File: config.mk
export PLATFORM = sky130hd
export DESIGN_NAME = ooo_hazard_ctrl
export DESIGN_NICKNAME = d
export VERILOG_FILES = /design/src/rtl/ooo_hazard_ctrl_pkg.sv /design/src/rtl/ooo_stall_decode.sv /design/src/rtl/ooo_hazard_ctrl.sv
export SDC_FILE = /design/constraint.sdc
export NUM_CORES = 1
export LEC_CHECK = 0
export CAP_MARGIN = 20
export CORE_MARGIN = 4
export CORE_UTILIZATION = 37
export DETAILED_ROUTE_END_ITERATION = 12
export PLACE_DENSITY = 0.84
export REMOVE_ABC_BUFFERS = 1
export SYNTH_ARGS = -nofsm -noshare
export SYNTH_HDL_FRONTEND = slang
export SYNTH_SLANG_ARGS = --single-unit
File: constraint.sdc
create_clock -name CLK -period 2.6 [get_ports CLK]
set_input_delay 0.78 -clock CLK [delete_from_list [all_inputs] [get_ports CLK]]
set_output_delay 0.78 -clock CLK [all_outputs]
set_load 0.005 [all_outputs]
File: src/rtl/ooo_hazard_ctrl_pkg.sv
// rtl/ooo_hazard_ctrl_pkg.sv - shared types and constants for the hazard/control block
package ooo_hazard_ctrl_pkg;

    typedef enum logic [1:0] {
        FU_AU = 2'd0,
        FU_MU = 2'd1,
        FU_DU = 2'd2,
        FU_LS = 2'd3
    } scalar_fu_t;

    typedef enum logic [2:0] {
        HZ_RUN      = 3'd0,
        HZ_TRAP     = 3'd1,
        HZ_IFENCE_D = 3'd2,
        HZ_IFENCE_I = 3'd3,
        HZ_HALTED   = 3'd4
    } hz_state_t;

    localparam int REDIRECT_MAX = 4;
    localparam int REDIRECT_CNT_W = 2;

endpackage

File: src/rtl/ooo_stall_decode.sv
// rtl/ooo_stall_decode.sv - structural stall decode from decode-stage FU type and FU busy flags
module ooo_stall_decode
    import ooo_hazard_ctrl_pkg::*;
(
    input  scalar_fu_t fu_type,
    input  logic       busy_au,
    input  logic       busy_mu,
    input  logic       busy_du,
    input  logic       busy_ls,
    input  logic       rob_full,
    input  logic       data_hazard,
    input  logic       i_mem_busy,
    input  logic       d_mem_busy,
    output logic       stall_au,
    output logic       stall_mu,
    output logic       stall_du,
    output logic       stall_ls,
    output logic       stall_all,
    output logic       stall_any
);

    assign stall_au  = busy_au & (fu_type == FU_AU);
    assign stall_mu  = busy_mu & (fu_type == FU_MU);
    assign stall_du  = busy_du & (fu_type == FU_DU);
    assign stall_ls  = busy_ls & (fu_type == FU_LS);
    assign stall_all = rob_full | data_hazard | i_mem_busy | d_mem_busy;
    assign stall_any = stall_all | stall_au | stall_mu | stall_du | stall_ls;

endmodule

File: src/rtl/ooo_hazard_ctrl.sv
// rtl/ooo_hazard_ctrl.sv - stall/flush/redirect control with trap, fence.i and halt sequencing
module ooo_hazard_ctrl
    import ooo_hazard_ctrl_pkg::*;
#(
    parameter int WORD_W          = 32,
    parameter int REDIRECT_CYCLES = 1
) (
    input  logic              CLK,
    input  logic              RST,
    input  logic              i_mem_busy,
    input  logic              d_mem_busy,
    input  logic              dren,
    input  logic              dwen,
    input  scalar_fu_t        fu_type,
    input  logic              busy_au,
    input  logic              busy_mu,
    input  logic              busy_du,
    input  logic              busy_ls,
    input  logic              data_hazard,
    input  logic              rob_full,
    input  logic              mispredict,
    input  logic              halt,
    input  logic              ifence,
    input  logic              dflushed,
    input  logic              iflushed,
    input  logic              exc_any,
    input  logic              intr_taken,
    input  logic              ret,
    input  logic [WORD_W-1:0] priv_pc_in,
    output logic              pc_en,
    output logic              if_id_flush,
    output logic              id_ex_flush,
    output logic              ex_mem_flush,
    output logic              ex_comm_flush,
    output logic              npc_sel,
    output logic              stall_au,
    output logic              stall_mu,
    output logic              stall_du,
    output logic              stall_ls,
    output logic              stall_all,
    output logic              stall,
    output logic              ifence_flush,
    output logic              insert_priv_pc,
    output logic [WORD_W-1:0] priv_pc,
    output logic              iren,
    output logic              dmem_access,
    output logic              halted
);

    localparam logic [REDIRECT_CNT_W-1:0] CNT_INIT = REDIRECT_CNT_W'(REDIRECT_CYCLES - 1);

    hz_state_t                 state_q, state_d;
    logic [REDIRECT_CNT_W-1:0] cnt_q, cnt_d;
    logic [WORD_W-1:0]         priv_pc_q, priv_pc_d;

    logic dec_au, dec_mu, dec_du, dec_ls, dec_all, dec_any;
    logic trap_req;

    ooo_stall_decode u_stall_decode (
        .fu_type     (fu_type),
        .busy_au     (busy_au),
        .busy_mu     (busy_mu),
        .busy_du     (busy_du),
        .busy_ls     (busy_ls),
        .rob_full    (rob_full),
        .data_hazard (data_hazard),
        .i_mem_busy  (i_mem_busy),
        .d_mem_busy  (d_mem_busy),
        .stall_au    (dec_au),
        .stall_mu    (dec_mu),
        .stall_du    (dec_du),
        .stall_ls    (dec_ls),
        .stall_all   (dec_all),
        .stall_any   (dec_any)
    );

    assign trap_req = exc_any | intr_taken | ret;

    always_ff @(posedge CLK) begin
        if (RST) begin
            state_q   <= HZ_RUN;
            cnt_q     <= '0;
            priv_pc_q <= '0;
        end else begin
            state_q   <= state_d;
            cnt_q     <= cnt_d;
            priv_pc_q <= priv_pc_d;
        end
    end

    always_comb begin
        state_d        = state_q;
        cnt_d          = cnt_q;
        priv_pc_d      = priv_pc_q;
        pc_en          = 1'b0;
        if_id_flush    = 1'b0;
        id_ex_flush    = 1'b0;
        ex_mem_flush   = 1'b0;
        ex_comm_flush  = 1'b0;
        npc_sel        = 1'b0;
        stall_au       = 1'b0;
        stall_mu       = 1'b0;
        stall_du       = 1'b0;
        stall_ls       = 1'b0;
        stall_all      = 1'b0;
        stall          = 1'b0;
        ifence_flush   = 1'b0;
        insert_priv_pc = 1'b0;
        iren           = 1'b1;
        halted         = 1'b0;

        // Any trap outside HALTED (re)starts the redirect with a fresh target.
        if (trap_req && state_q != HZ_HALTED) begin
            state_d   = HZ_TRAP;
            cnt_d     = CNT_INIT;
            priv_pc_d = priv_pc_in;
        end

        case (state_q)
            HZ_RUN: begin
                stall_au  = dec_au;
                stall_mu  = dec_mu;
                stall_du  = dec_du;
                stall_ls  = dec_ls;
                stall_all = dec_all;
                stall     = dec_any;
                pc_en     = ~dec_any;
                if (!trap_req) begin
                    if (mispredict) begin
                        npc_sel     = 1'b1;
                        if_id_flush = 1'b1;
                        id_ex_flush = 1'b1;
                    end else if (ifence) begin
                        state_d = HZ_IFENCE_D;
                    end else if (halt) begin
                        state_d = HZ_HALTED;
                    end
                end
            end
            HZ_TRAP: begin
                insert_priv_pc = 1'b1;
                if_id_flush    = 1'b1;
                id_ex_flush    = 1'b1;
                ex_mem_flush   = 1'b1;
                ex_comm_flush  = 1'b1;
                pc_en          = (cnt_q == '0);
                if (!trap_req) begin
                    if (cnt_q == '0) begin
                        state_d = HZ_RUN;
                    end else begin
                        cnt_d = cnt_q - 1'b1;
                    end
                end
            end
            HZ_IFENCE_D: begin
                ifence_flush = 1'b1;
                if (!trap_req && dflushed) begin
                    if (iflushed) begin
                        state_d     = HZ_RUN;
                        if_id_flush = 1'b1;
                    end else begin
                        state_d = HZ_IFENCE_I;
                    end
                end
            end
            HZ_IFENCE_I: begin
                ifence_flush = 1'b1;
                if (!trap_req && iflushed) begin
                    state_d     = HZ_RUN;
                    if_id_flush = 1'b1;
                end
            end
            HZ_HALTED: begin
                iren   = 1'b0;
                halted = 1'b1;
            end
            default: begin
                state_d = HZ_RUN;
            end
        endcase
    end

    assign dmem_access = (dren | dwen) & ~ex_mem_flush & (state_q != HZ_HALTED);
    assign priv_pc     = priv_pc_q;

endmodule

==> out/metrics.cfg <==
[drt]
wl_um = 5450
drtAntennaViolNets = 0
drtIter0Drc = 71
routedWlPerCell_um = 15.1
drc = 0
dr.pass1.iters = 4
via_per_inst = 5.31
dr_total_vias = 1913

[cells_and_area]
area_delta_synth_final_pct = 70.9
fin_nets = 362
diodes = 0
drive_gt1_share_pct = 16.2
post-route-util_pct = 65.5
fill_cells = 381
instances_no_fill = 360

[floorplanning]
placementRows = 24
fp.dieW_um = 75.2
die_height_um = 75.2
initial_core_util_pct = 38.4
core_area_sq_um = 4350
die_area_sq_um = 5650
io_pins = 103

[grt]
overflow = 0
antenna_found_initial = 0
grt_max_degree = 36
grt_pass1_wl_um = 8250
grt_usage_pct = 19.2
grt_pass1_vias = 1821

[sta]
hold_viol_final = 0
max_freq_mhz = 382
rsz0062_at_grt = true
fin_crit_ns = 2.62
finClkSkew_ns = 0.00188
max_slew_margin_pct = 74.3
final.period_utilization_pct = 101
tns_ns = -0.0173
finalMaxSlewViolations = 0
setup_slack_ns = -0.0173
holdWs_ns = 0.448
tightest_slew_ns = 0.385
finalSetupViolCount = 1

[worst_hold_path]
min_path_type = reg -> reg

[setup_path]
worstPathCellList = buf_6 -> or3_4 -> or3_1 -> o31ai_1 -> buf_2
cp_max_fo = 2
worstPathArrival_ns = 1.84
cp_top_family = simple AND/OR/NAND/NOR gates
crit_path_end_kind = output pin
worstSetupStartpointType = input port
slowest_delay_ns = 0.39
path_class = in -> out
crit_required_ns = 1.82
crit_path_top_delay_cell = or3_4
cp.buffers_inverters = 2

[synthesis]
synth_common_cells = 37 x dfxtp_1, 33 x a21oi_1, 32 x nand3_1, 28 x o21ai_1, 8 x o21ai_0
synth_seq_cells = 37
yosysMostFrequentCell = dfxtp_1
netlist_area_sq_um = 1670
synthArstFlopShare_pct = 0
seq_area_frac_synth_pct = 44.3
synth.avg_cell_area_sq_um = 8.23
synth_ff_type = dfxtp_1
ys_types = 32
synth_edf_count = 0
synth_top_area_share_pct = 44.3
yosysWarningCount = 0
yosys.area.top_type = dfxtp_1
synthTopCellsByArea = dfxtp_1 44%, a21oi_1 9.9%, nand3_1 9.6%
syn_inst = 203

[clock_tree]
clock_latency_ns = 0.28
numCtsBuffers = 5
cts_tree = built
postCtsHoldBufs = 0
cts_sinks = 37
clockBufferDepth = 2
cts_root_buffer = clkbuf_8
cts_max_level = 2
path_clk_slew_ns = 0.06

[placed_design]
dp_cells = 352
hpwl_um = 3800
gp_congestion = 0.756
io_buffers = 102

[power_and_ir_drop]
powerDensity_nw_per_um2 = 449
finalPower_w = 0.00128
ir_drop_uv = 195
p_leak_nw = 1.17

[run]
max-cap-violations = 0

[outcome]
status = finished, violations left
violations = setup timing

## sequential cells by signal, indices dropped and copies added (netlist names)
name	flops
cnt_q	2
priv_pc	32
state_q	3
## cell families (layout without fill, tap and decap cells)
| group | count (synthesis) | count (layout) | share of synthesized area (%) |
|---|---|---|---|
| compound gates | 75 | 75 | 23.7 |
| flops | 37 | 37 | 44.3 |
| buf+inv | 25 | 130 | 9.29 |
| mux | 1 | 1 | 1.35 |
| simple gates | 65 | 65 | 21.3 |
## metrics by stage
stage	instance area (sq um)	setup slack [ns]
3_5_place_dp	2760	-0.806
3_3_place_gp	2760	-0.771
4_1_cts	2830	-0.0496
2_1_floorplan	1530	-0.577
5_1_grt	2850	-0.0515
6_report	2850	-0.0173
## final cells by class
cell class | instances | area, sq um | share of cell area (%)
sequential | 37 | 743 | 26.0
tap | 52 | 65.1 | 2.28
multi-input combinational | 141 | 826 | 28.9
timing repair buffer | 121 | 1120 | 39.3
clock buffer | 7 | 86.3 | 3.02
inverter | 2 | 12.5 | 0.438
## where the power goes
part           internal [W]  total (W)  switching (W)
clock              0.000210   0.000391       0.000182
sequential         0.000599   0.000615      0.0000154
combinational      0.000177   0.000276      0.0000990
## worst paths after layout
kind	to	slack (ns)	cells past startpoint	start
max	if_id_flush	-0.02	5	exc_any
min	state_q[2]	0.45	1	state_q[0]
max reg2reg	priv_pc[11]	1.06	5	state_q[2]
min reg2reg	state_q[2]	0.45	1	state_q[0]
## layout by cell type (no fill, tap or decap), types with 2 or more instances in the layout
cell,n
a21oi_1,33
buf_2,7
buf_4,18
buf_6,3
clkbuf_8,6
clkdlybuf4s50_1,76
dfxtp_1,35
dfxtp_2,2
dlygate4sd2_1,13
nand2_1,3
nand2b_1,2
nand3_1,32
nor2_1,6
nor3_1,3
nor3b_1,3
nor4_1,2
o21ai_0,8
o21ai_1,28
or3_1,3
or3b_4,2
## routing by layer
layer	vias to the layer above	global-route usage, %	wire length [um]
met5	-	0	0
met4	0	6.41	91
met3	12	8.41	605
met2	87	33.8	2650
met1	873	20.6	2110
li1	941	-	-
## repair_timing
item                                    in CTS  in global routing
pin swaps                                    5                  4
resized for setup                           65                  9
endpoints found under the setup margin      13                  6
buffers inserted                             1                  1
Note: power is estimated with default switching activity, not from simulation.
